==> src/rtl/grant_mux2.sv <==
// grant_mux2: two-source packet mux, fixed priority to s0, grant held until last beat; ports clk/rst, s0_*/s1_* valid/data/last/ready, m_* master, gnt one-hot owner; GRANT_MUX_STARVE_GUARD_EN adds s1 starve guard
module grant_mux2 #(
  parameter int DW = 8,
  parameter int STARVE_LIMIT = 4
) (
  input  logic          clk,
  input  logic          rst,
  input  logic          s0_valid,
  input  logic [DW-1:0] s0_data,
  input  logic          s0_last,
  output logic          s0_ready,
  input  logic          s1_valid,
  input  logic [DW-1:0] s1_data,
  input  logic          s1_last,
  output logic          s1_ready,
  output logic          m_valid,
  output logic [DW-1:0] m_data,
  output logic          m_last,
  input  logic          m_ready,
  output logic [1:0]    gnt
);
  typedef enum logic [1:0] {IDLE, OWN0, OWN1} state_t;
  state_t r_state, w_next;
  logic w_own0, w_own1, w_guard;
  if (STARVE_LIMIT < 1 || STARVE_LIMIT > 15) begin : g_limit_check
    $error("grant_mux2: STARVE_LIMIT must be 1..15");
  end
  assign w_own0   = r_state == OWN0;
  assign w_own1   = r_state == OWN1;
  assign gnt      = {w_own1, w_own0};
  assign m_valid  = w_own0 ? s0_valid : w_own1 ? s1_valid : 1'b0;
  assign m_last   = w_own0 ? s0_last  : w_own1 ? s1_last  : 1'b0;
  assign m_data   = w_own0 ? s0_data  : w_own1 ? s1_data  : '0;
  assign s0_ready = w_own0 & m_ready;
  assign s1_ready = w_own1 & m_ready;
  always_comb
    w_next = (r_state == IDLE) ? (w_guard ? OWN1 : s0_valid ? OWN0 : s1_valid ? OWN1 : IDLE)
           : (m_valid && m_ready && m_last) ? IDLE : r_state;
  always_ff @(posedge clk)
    r_state <= rst ? IDLE : w_next;
`ifdef GRANT_MUX_STARVE_GUARD_EN
  logic [3:0] r_starve;
  assign w_guard = r_state == IDLE && s1_valid && r_starve == 4'(STARVE_LIMIT);
  always_ff @(posedge clk)
    if (rst)
      r_starve <= '0;
    else if (r_state == IDLE && w_next == OWN1)
      r_starve <= '0;
    else if (r_state == IDLE && w_next == OWN0 && s1_valid)
      r_starve <= r_starve + 4'd1;
`else
  assign w_guard = 1'b0;
`endif
endmodule

==> config.mk <==
export PLATFORM = sky130hd
export DESIGN_NAME = grant_mux2
export DESIGN_NICKNAME = d
export VERILOG_FILES = /design/src/rtl/grant_mux2.sv
export SDC_FILE = /design/constraint.sdc
export NUM_CORES = 1
export LEC_CHECK = 0
export ABC_CLOCK_PERIOD_IN_PS = 1100
export CELL_PAD_IN_SITES_DETAIL_PLACEMENT = 1
export CELL_PAD_IN_SITES_GLOBAL_PLACEMENT = 2
export CORE_MARGIN = 1.5
export CORE_UTILIZATION = 10
export DETAILED_ROUTE_END_ITERATION = 10
export PLACE_DENSITY = 0.89
export SLEW_MARGIN = 0
export SYNTH_ARGS = -nofsm -noshare
export SYNTH_HDL_FRONTEND = slang
export SYNTH_SLANG_ARGS = --single-unit
==> constraint.sdc <==
create_clock -name clk -period 1.1 [get_ports clk]
set_input_delay 0.22 -clock clk [delete_from_list [all_inputs] [get_ports clk]]
set_output_delay 0.22 -clock clk [all_outputs]
set_load 0.005 [all_outputs]
==> run_results.csv, run 1 <==
group,metric,value,unit
sta,rsz0062_at_grt,"yes",
cells_and_area,top_register,"r_state",
drt,ant_nets,0,
drt,dr.pass1.iters,2,
cells_and_area,regArea,41.29,sq um
drt,dr_total_vias,446,
pwr,p_leak,0.3613,nW
global_route,antenna_found_initial,0,
drt,drt_wl_total,1273,microns
clock_network,cts_buffers,3,
synthesis,synth_top_area_cell,"a22o_1",
synthesis,ys_types,14,
synthesis,synth_edf_count,0,
cells_and_area,fin_nets,104,
worst_setup_path,worstSetupPathType,"register to output port",
global_route,grt_pass1_wl,2139,microns
worst_setup_path,startpoint_type,"register",
drt,drt-initial-drc-count,1,
synthesis,avgSynthCellArea,8.456,sq um
drt,routedWlPerCell,11.90,microns
floorplan,initial_core_util,10.88,%
cells_and_area,largest_reg_flops,2,
synthesis,yosysMostFrequentCell,"a22o_1",
clock_network,cts.clk_slew.worst_paths,30,ps
placement,place_inst,97,
sta,drv_slew,0,
clock_network,clock_latency,220,ps
clock_network,cts_root_buffer,"clkbuf_4",
cells_and_area,diodes,0,
sta,period_share,132.7,%
synthesis,synth-seq-cells,2,
sta,layout_min_cycle_time,1460,ps
floorplan,num_io_pins,37,
sta,relSlewSlack,85.00,%
floorplan,dieArea,2758,sq um
outcome,violations,"negative setup slack",
sta,finalHoldViolCount,0,
flow_run,max_cap_viol_count,0,
cells_and_area,fillCellCount,284,
synthesis,synth_top_flop_cell,"dfxtp_1",
cells_and_area,drive_above_1_share,48.10,%
sta,tightestPinTransition,224.0,ps
synthesis,syn_nets,52,
global_route,grt_usage,10.16,%
floorplan,die_y,52.52,microns
drt,drcViolationCount,0,
pwr,power_density,760.3,nW/um^2
placement,place_ws,-665.5,ps
synthesis,synthTopCellsByArea,"a22o_1 36%, dfxtp_1 16%, buf_4 6.1%, and2_1 5.1%, nor2b_1 5.1%",
cells_and_area,syn2layout_area_growth,201.5,%
cells_and_area,reg_top3,"r_state: 2 flops",
global_route,grt_overflow,0,
min_path,holdCritStartpoint,"s0_valid",
min_path,hold_class,"input pin to register",
clock_network,clock_path_buffers,2,
synthesis,synth_top_area_share,35.71,%
sta,worst_slack,-359.9,ps
floorplan,rows,17,
global_route,grt_max_degree,6,
sta,setup_viol,16,
placement,port_buffers,36,
clock_network,cts_hold_buf,0,
synthesis,syn_inst,29,
global_route,grt_pass1_vias,496,
worst_setup_path,worstPathRequired,880,ps
placement,place_hpwl,945.5,microns
floorplan,core_region_area,2255,sq um
sta,final.setup_skew,2.887,ps
outcome,status,"complete, but fails checks",
clock_network,cts_tree,"done",
synthesis,netlist_area,245.2,sq um
cells_and_area,final_util,32.80,%
synthesis,yosys_warnings,0,
placement,gp_congestion,0.6137,
sta,max_freq,685.0,MHz
cells_and_area,multiInputGateArea,188.9,sq um
clock_network,clkSinkCount,2,
cells_and_area,finalNonFillerCells,107,
pwr,ir_drop,0.0003118,V
synthesis,synthArstFlopShare,0,%
drt,vias_per_cell,4.168,
clock_network,ctsHtreeMaxLevel,1,
floorplan,die_w,52.52,microns
synthesis,seq_area_frac_synth,16.33,%
worst_setup_path,timing.rr.start,"r_state[0]$_SDFFE_PP0P_",
worst_setup_path,cp_max_fo,3,
worst_setup_path,critPathLaunch,"r_state[0]$_SDFFE_PP0P_",
worst_setup_path,endpoint_kind,"output port",
worst_setup_path,crit_arrival,1240,ps
-- worst max-delay path, stage by stage, from the launching register on --
cell and delay, ps:
dfxtp_2 320, and2b_2 250, buf_6 120, a22o_1 200
buf_2 120
-- metrics by stage --
step	hold slack [ps]	total power [mW]	TNS, ps	cell area, sq um
floorplan	333.7	0.1771	0	246.5
global placement	616.9	0.3715	-6297	676.9
detailed placement	641.1	0.3784	-6600	676.9
CTS	531.9	0.5654	-5090	719.4
global route	564.3	0.6060	-5573	739.5
finish	531.5	0.5622	-4765	739.5
-- layout by cell type, fill, tap and decap left out --
| master | n |
|---|---|
| nand4b_1 | 1 |
| and2_4 | 1 |
| clkdlybuf4s50_1 | 21 |
| buf_2 | 11 |
| and4b_1 | 1 |
| and2_1 | 1 |
| o22ai_2 | 1 |
| a22o_1 | 10 |
| dfxtp_1 | 1 |
| inv_1 | 2 |
| or4b_4 | 1 |
| dfxtp_2 | 1 |
| dlygate4sd2_1 | 2 |
| nor2b_1 | 1 |
| buf_4 | 8 |
| nor2b_2 | 1 |
| o221a_2 | 1 |
| clkbuf_4 | 3 |
| and2b_2 | 1 |
| nand2b_1 | 1 |
| buf_6 | 9 |
-- per-layer routing --
metal | GRT usage [%] | up-vias | share of wire, % | wire, microns
met4 | 3.846 | 0 | 0 | 0
met2 | 20.00 | 18 | 54 | 685
met3 | 0.5714 | 0 | 6.8 | 86
li1 | - | 215 | - | -
met1 | 11.07 | 213 | 39 | 502
met5 | 0 | - | 0 | 0
-- kinds of logic after synthesis --
group | synth area share (%)
compound gates | 42.86
buf+inv | 13.26
flops | 16.33
simple gates | 27.55
-- timing repair --
action                     in CTS  in global routing
cloned                          1                  0
buffers inserted                6                  2
setup endpoints to repair      15                 16
resized for setup              64                  6
hold endpoints to repair        0                  0
pin swaps                      12                  4
-- path summary, 6_finish.rpt --
path | depth (start not counted) | slack [ps] | to
setup / recovery | 4 | -360 | m_valid
hold / removal | 4 | 530 | r_state[1]$_SDFFE_PP0P_
setup reg to reg | 5 | -270 | r_state[1]$_SDFFE_PP0P_
hold reg to reg | 3 | 680 | r_state[1]$_SDFFE_PP0P_
-- layout make-up --
cell class / instances / area share, %
Inverter: 2 / 1.015
Timing Repair Buffer: 51 / 60.07
Sequential cell: 2 / 5.584
Clock buffer: 3 / 3.046
Multi-Input combinational cell: 21 / 25.55
Tap cell: 28 / 4.738
-- power breakdown --
group	internal, mW	switching [mW]
Combinational	0.213	0.0971
Sequential	0.0803	0.00545
Clock	0.121	0.0455
No activity file was read; power rests on OpenSTA's default activity.
==> run 2: changes to the inputs <==
Settings changed: ABC_AREA from default to 1, PLACE_DENSITY 0.89 to 0.78.
==> run_results.csv, run 2 <==
group,metric,value,unit
outcome,status,"complete, but fails checks",
outcome,violations,"negative setup slack",
cells_and_area,final_cell_mix,"21 x clkdlybuf4s50_1, 13 x buf_2, 12 x buf_6",
floorplan,num_io_pins,37,
clock_network,clkSinkCount,2,
sta,relSlewSlack,88.99,%
cells_and_area,design_area,857.1,sq um
flow_run,max_cap_viol_count,0,
clock_network,clock_latency,220,ps
global_route,grt_max_degree,6,
drt,drcViolationCount,0,
cells_and_area,top_register,"r_state",
sta,drv_slew,0,
synthesis,netlist_top_cells_count,"8 x a22o_1, 5 x nand3_2, 3 x nand2_1",
worst_setup_path,crit_arrival,1180,ps
floorplan,rows,19,
synthesis,synthArstFlopShare,0,%
worst_setup_path,reg2reg_slack,-90,ps
cells_and_area,final_common_cell,"clkdlybuf4s50_1",
sta,period_share,127.2,%
global_route,grt_pass1_vias,515,
pwr,p_leak,0.3915,nW
global_route,grtUsageMet3,1.361,%
placement,placed_cell_area,715.7,sq um
sta,final.setup_skew,2.698,ps
clock_network,clock_path_buffers,2,
synthesis,seq_area_frac_synth,13.62,%
clock_network,cts_buffers,3,
synthesis,yosys_warnings,0,
clock_network,cts_tree,"done",
synthesis,syn_nets,58,
floorplan,die_y,57.23,microns
floorplan,initial_core_util,10.57,%
min_path,hold_class,"input pin to register",
global_route,met1_usage,10.76,%
clock_network,ctsHtreeMaxLevel,1,
synthesis,yosysMostFrequentCell,"a22o_1",
worst_setup_path,crit_end,"m_data[0]",
drt,dr_total_vias,488,
placement,place_hpwl,1048,microns
global_route,busiest_layer,"met2",
cells_and_area,reg_top3,"r_state: 2 flops",
sta,rsz0062_at_grt,"yes",
placement,place_inst,106,
clock_network,cts_hold_buf,0,
drt,dr.pass1.iters,2,
synthesis,synth_top_flop_cell,"dfxtp_1",
floorplan,die_w,57.23,microns
placement,port_buffers,36,
worst_setup_path,worstPathRequired,880,ps
synthesis,avgSynthCellArea,8.401,sq um
global_route,antenna_found_initial,0,
synthesis,synth_edf_count,0,
drt,ant_nets,0,
sta,setup_viol,16,
worst_setup_path,timing.rr.start,"r_state[1]$_SDFFE_PP0P_",
placement,gp_congestion,0.6653,
global_route,use_met2,17.73,%
sta,finalHoldViolCount,0,
drt,drt-initial-drc-count,2,
clock_network,cts.clk_slew.worst_paths,30,ps
worst_setup_path,worst-r2r-cell-count,9,
synthesis,synth_top_area_share,23.83,%
cells_and_area,multiInputGateArea,250.2,sq um
global_route,grt_usage,9.677,%
pwr,total_power,637.2,uW
cells_and_area,finalNonFillerCells,121,
cells_and_area,fin_nets,115,
drt,routedWlPerCell,12.32,microns
pwr,power_density,743.5,nW/um^2
cells_and_area,diodes,0,
global_route,grt_overflow,0,
worst_setup_path,critPathLaunch,"r_state[1]$_SDFFE_PP0P_",
sta,layout_min_cycle_time,1399,ps
worst_setup_path,r2r_end,"r_state[0]$_SDFFE_PP0P_",
placement,place_ws,-546.5,ps
sta,tightestPinTransition,164.8,ps
synthesis,ys_types,15,
synthesis,synth_top_area_cell,"a22o_1",
global_route,grt_pass1_wl,2428,microns
sta,max_freq,714.8,MHz
synthesis,netlist_area,294.0,sq um
worst_setup_path,startpoint_type,"register",
cells_and_area,syn2layout_area_growth,191.5,%
floorplan,core_region_area,2781,sq um
cells_and_area,regArea,47.55,sq um
drt,vias_per_cell,4.033,
cells_and_area,fillCellCount,338,
synthesis,syn_inst,35,
pwr,ir_drop,0.0003185,V
clock_network,cts_root_buffer,"clkbuf_4",
cells_and_area,drive_above_1_share,62.22,%
sta,worst_slack,-299.0,ps
drt,drt_wl_total,1491,microns
synthesis,synthTopCellsByArea,"a22o_1 24%, nand3_2 17%, dfxtp_1 14%, buf_6 7.7%, nor2_4 7.7%",
worst_setup_path,worstSetupPathType,"register to output port",
worst_setup_path,endpoint_kind,"output port",
cells_and_area,largest_reg_flops,2,
synthesis,synth-seq-cells,2,
worst_setup_path,cp_max_fo,4,
floorplan,dieArea,3275,sq um
[run 2: worst min-delay path by stage]
stage | startpoint | endpoint | slack [ps] | cells past startpoint
2_1_floorplan | rst | r_state[0]$_SDFFE_PP0P_ | 290 | 1
3_3_place_gp | r_state[0]$_SDFFE_PP0P_ | r_state[0]$_SDFFE_PP0P_ | 700 | 3
3_5_place_dp | r_state[0]$_SDFFE_PP0P_ | r_state[0]$_SDFFE_PP0P_ | 720 | 3
4_1_cts | rst | r_state[0]$_SDFFE_PP0P_ | 560 | 2
5_1_grt | m_ready | r_state[1]$_SDFFE_PP0P_ | 510 | 5
6_report | m_ready | r_state[1]$_SDFFE_PP0P_ | 470 | 5
[run 2: final cells by class]
cell class	instances	area share, %
Inverter	3	2.482
Multi-Input combinational cell	28	29.20
Sequential cell	2	5.547
Timing Repair Buffer	54	55.62
Tap cell	31	4.526
Clock buffer	3	2.628
[run 2: per-stage QoR]
stage                     hold WS, ps  util [%]  TNS, ps
after floorplan                 289.1         -        0
after global placement          699.8     25.73    -7228
after detailed placement        715.8     25.73    -7466
after CTS                       562.2     28.79    -3778
after global routing            508.0     30.81    -4209
final                           474.7     30.81    -3251
[run 2: worst max-delay path, cell delays in order, from the launching register on]
cell,delay (ps)
dfxtp_4,390
buf_6,120
nor2_4,40
buf_6,110
a22o_1,190
buf_2,120
[run 2: metal layers]
metal,share of wire [%],vias to the layer above
li1,-,240
met4,0,0
met5,0,-
met3,7.1,0
met1,36,229
met2,57,19
[run 2: repair_timing]
item / 4_1_cts / 5_1_grt
cloned: 2 / 0
endpoints found under the hold margin: 0 / 0
pin swaps: 13 / 11
endpoints found under the setup margin: 16 / 16
resized for setup: 67 / 14
buffers inserted: 8 / 2
[run 2: cell families (layout without fill, tap and decap cells)]
group | after synthesis | in the layout | synth area share (%)
AOI/OAI and AO/OA | 10 | 10 | 27.24
buffers and inverters | 7 | 60 | 19.15
DFF | 2 | 2 | 13.62
and+or+nand+nor | 16 | 18 | 40.00
[run 2: where the power goes]
group          internal (mW)  switching (mW)  leakage, nW  total [mW]
Sequential            0.0802          0.0162       0.0178      0.0964
Clock                  0.120          0.0398       0.0138       0.160
Combinational          0.239           0.142        0.360       0.381
Total                  0.439           0.198        0.391       0.637
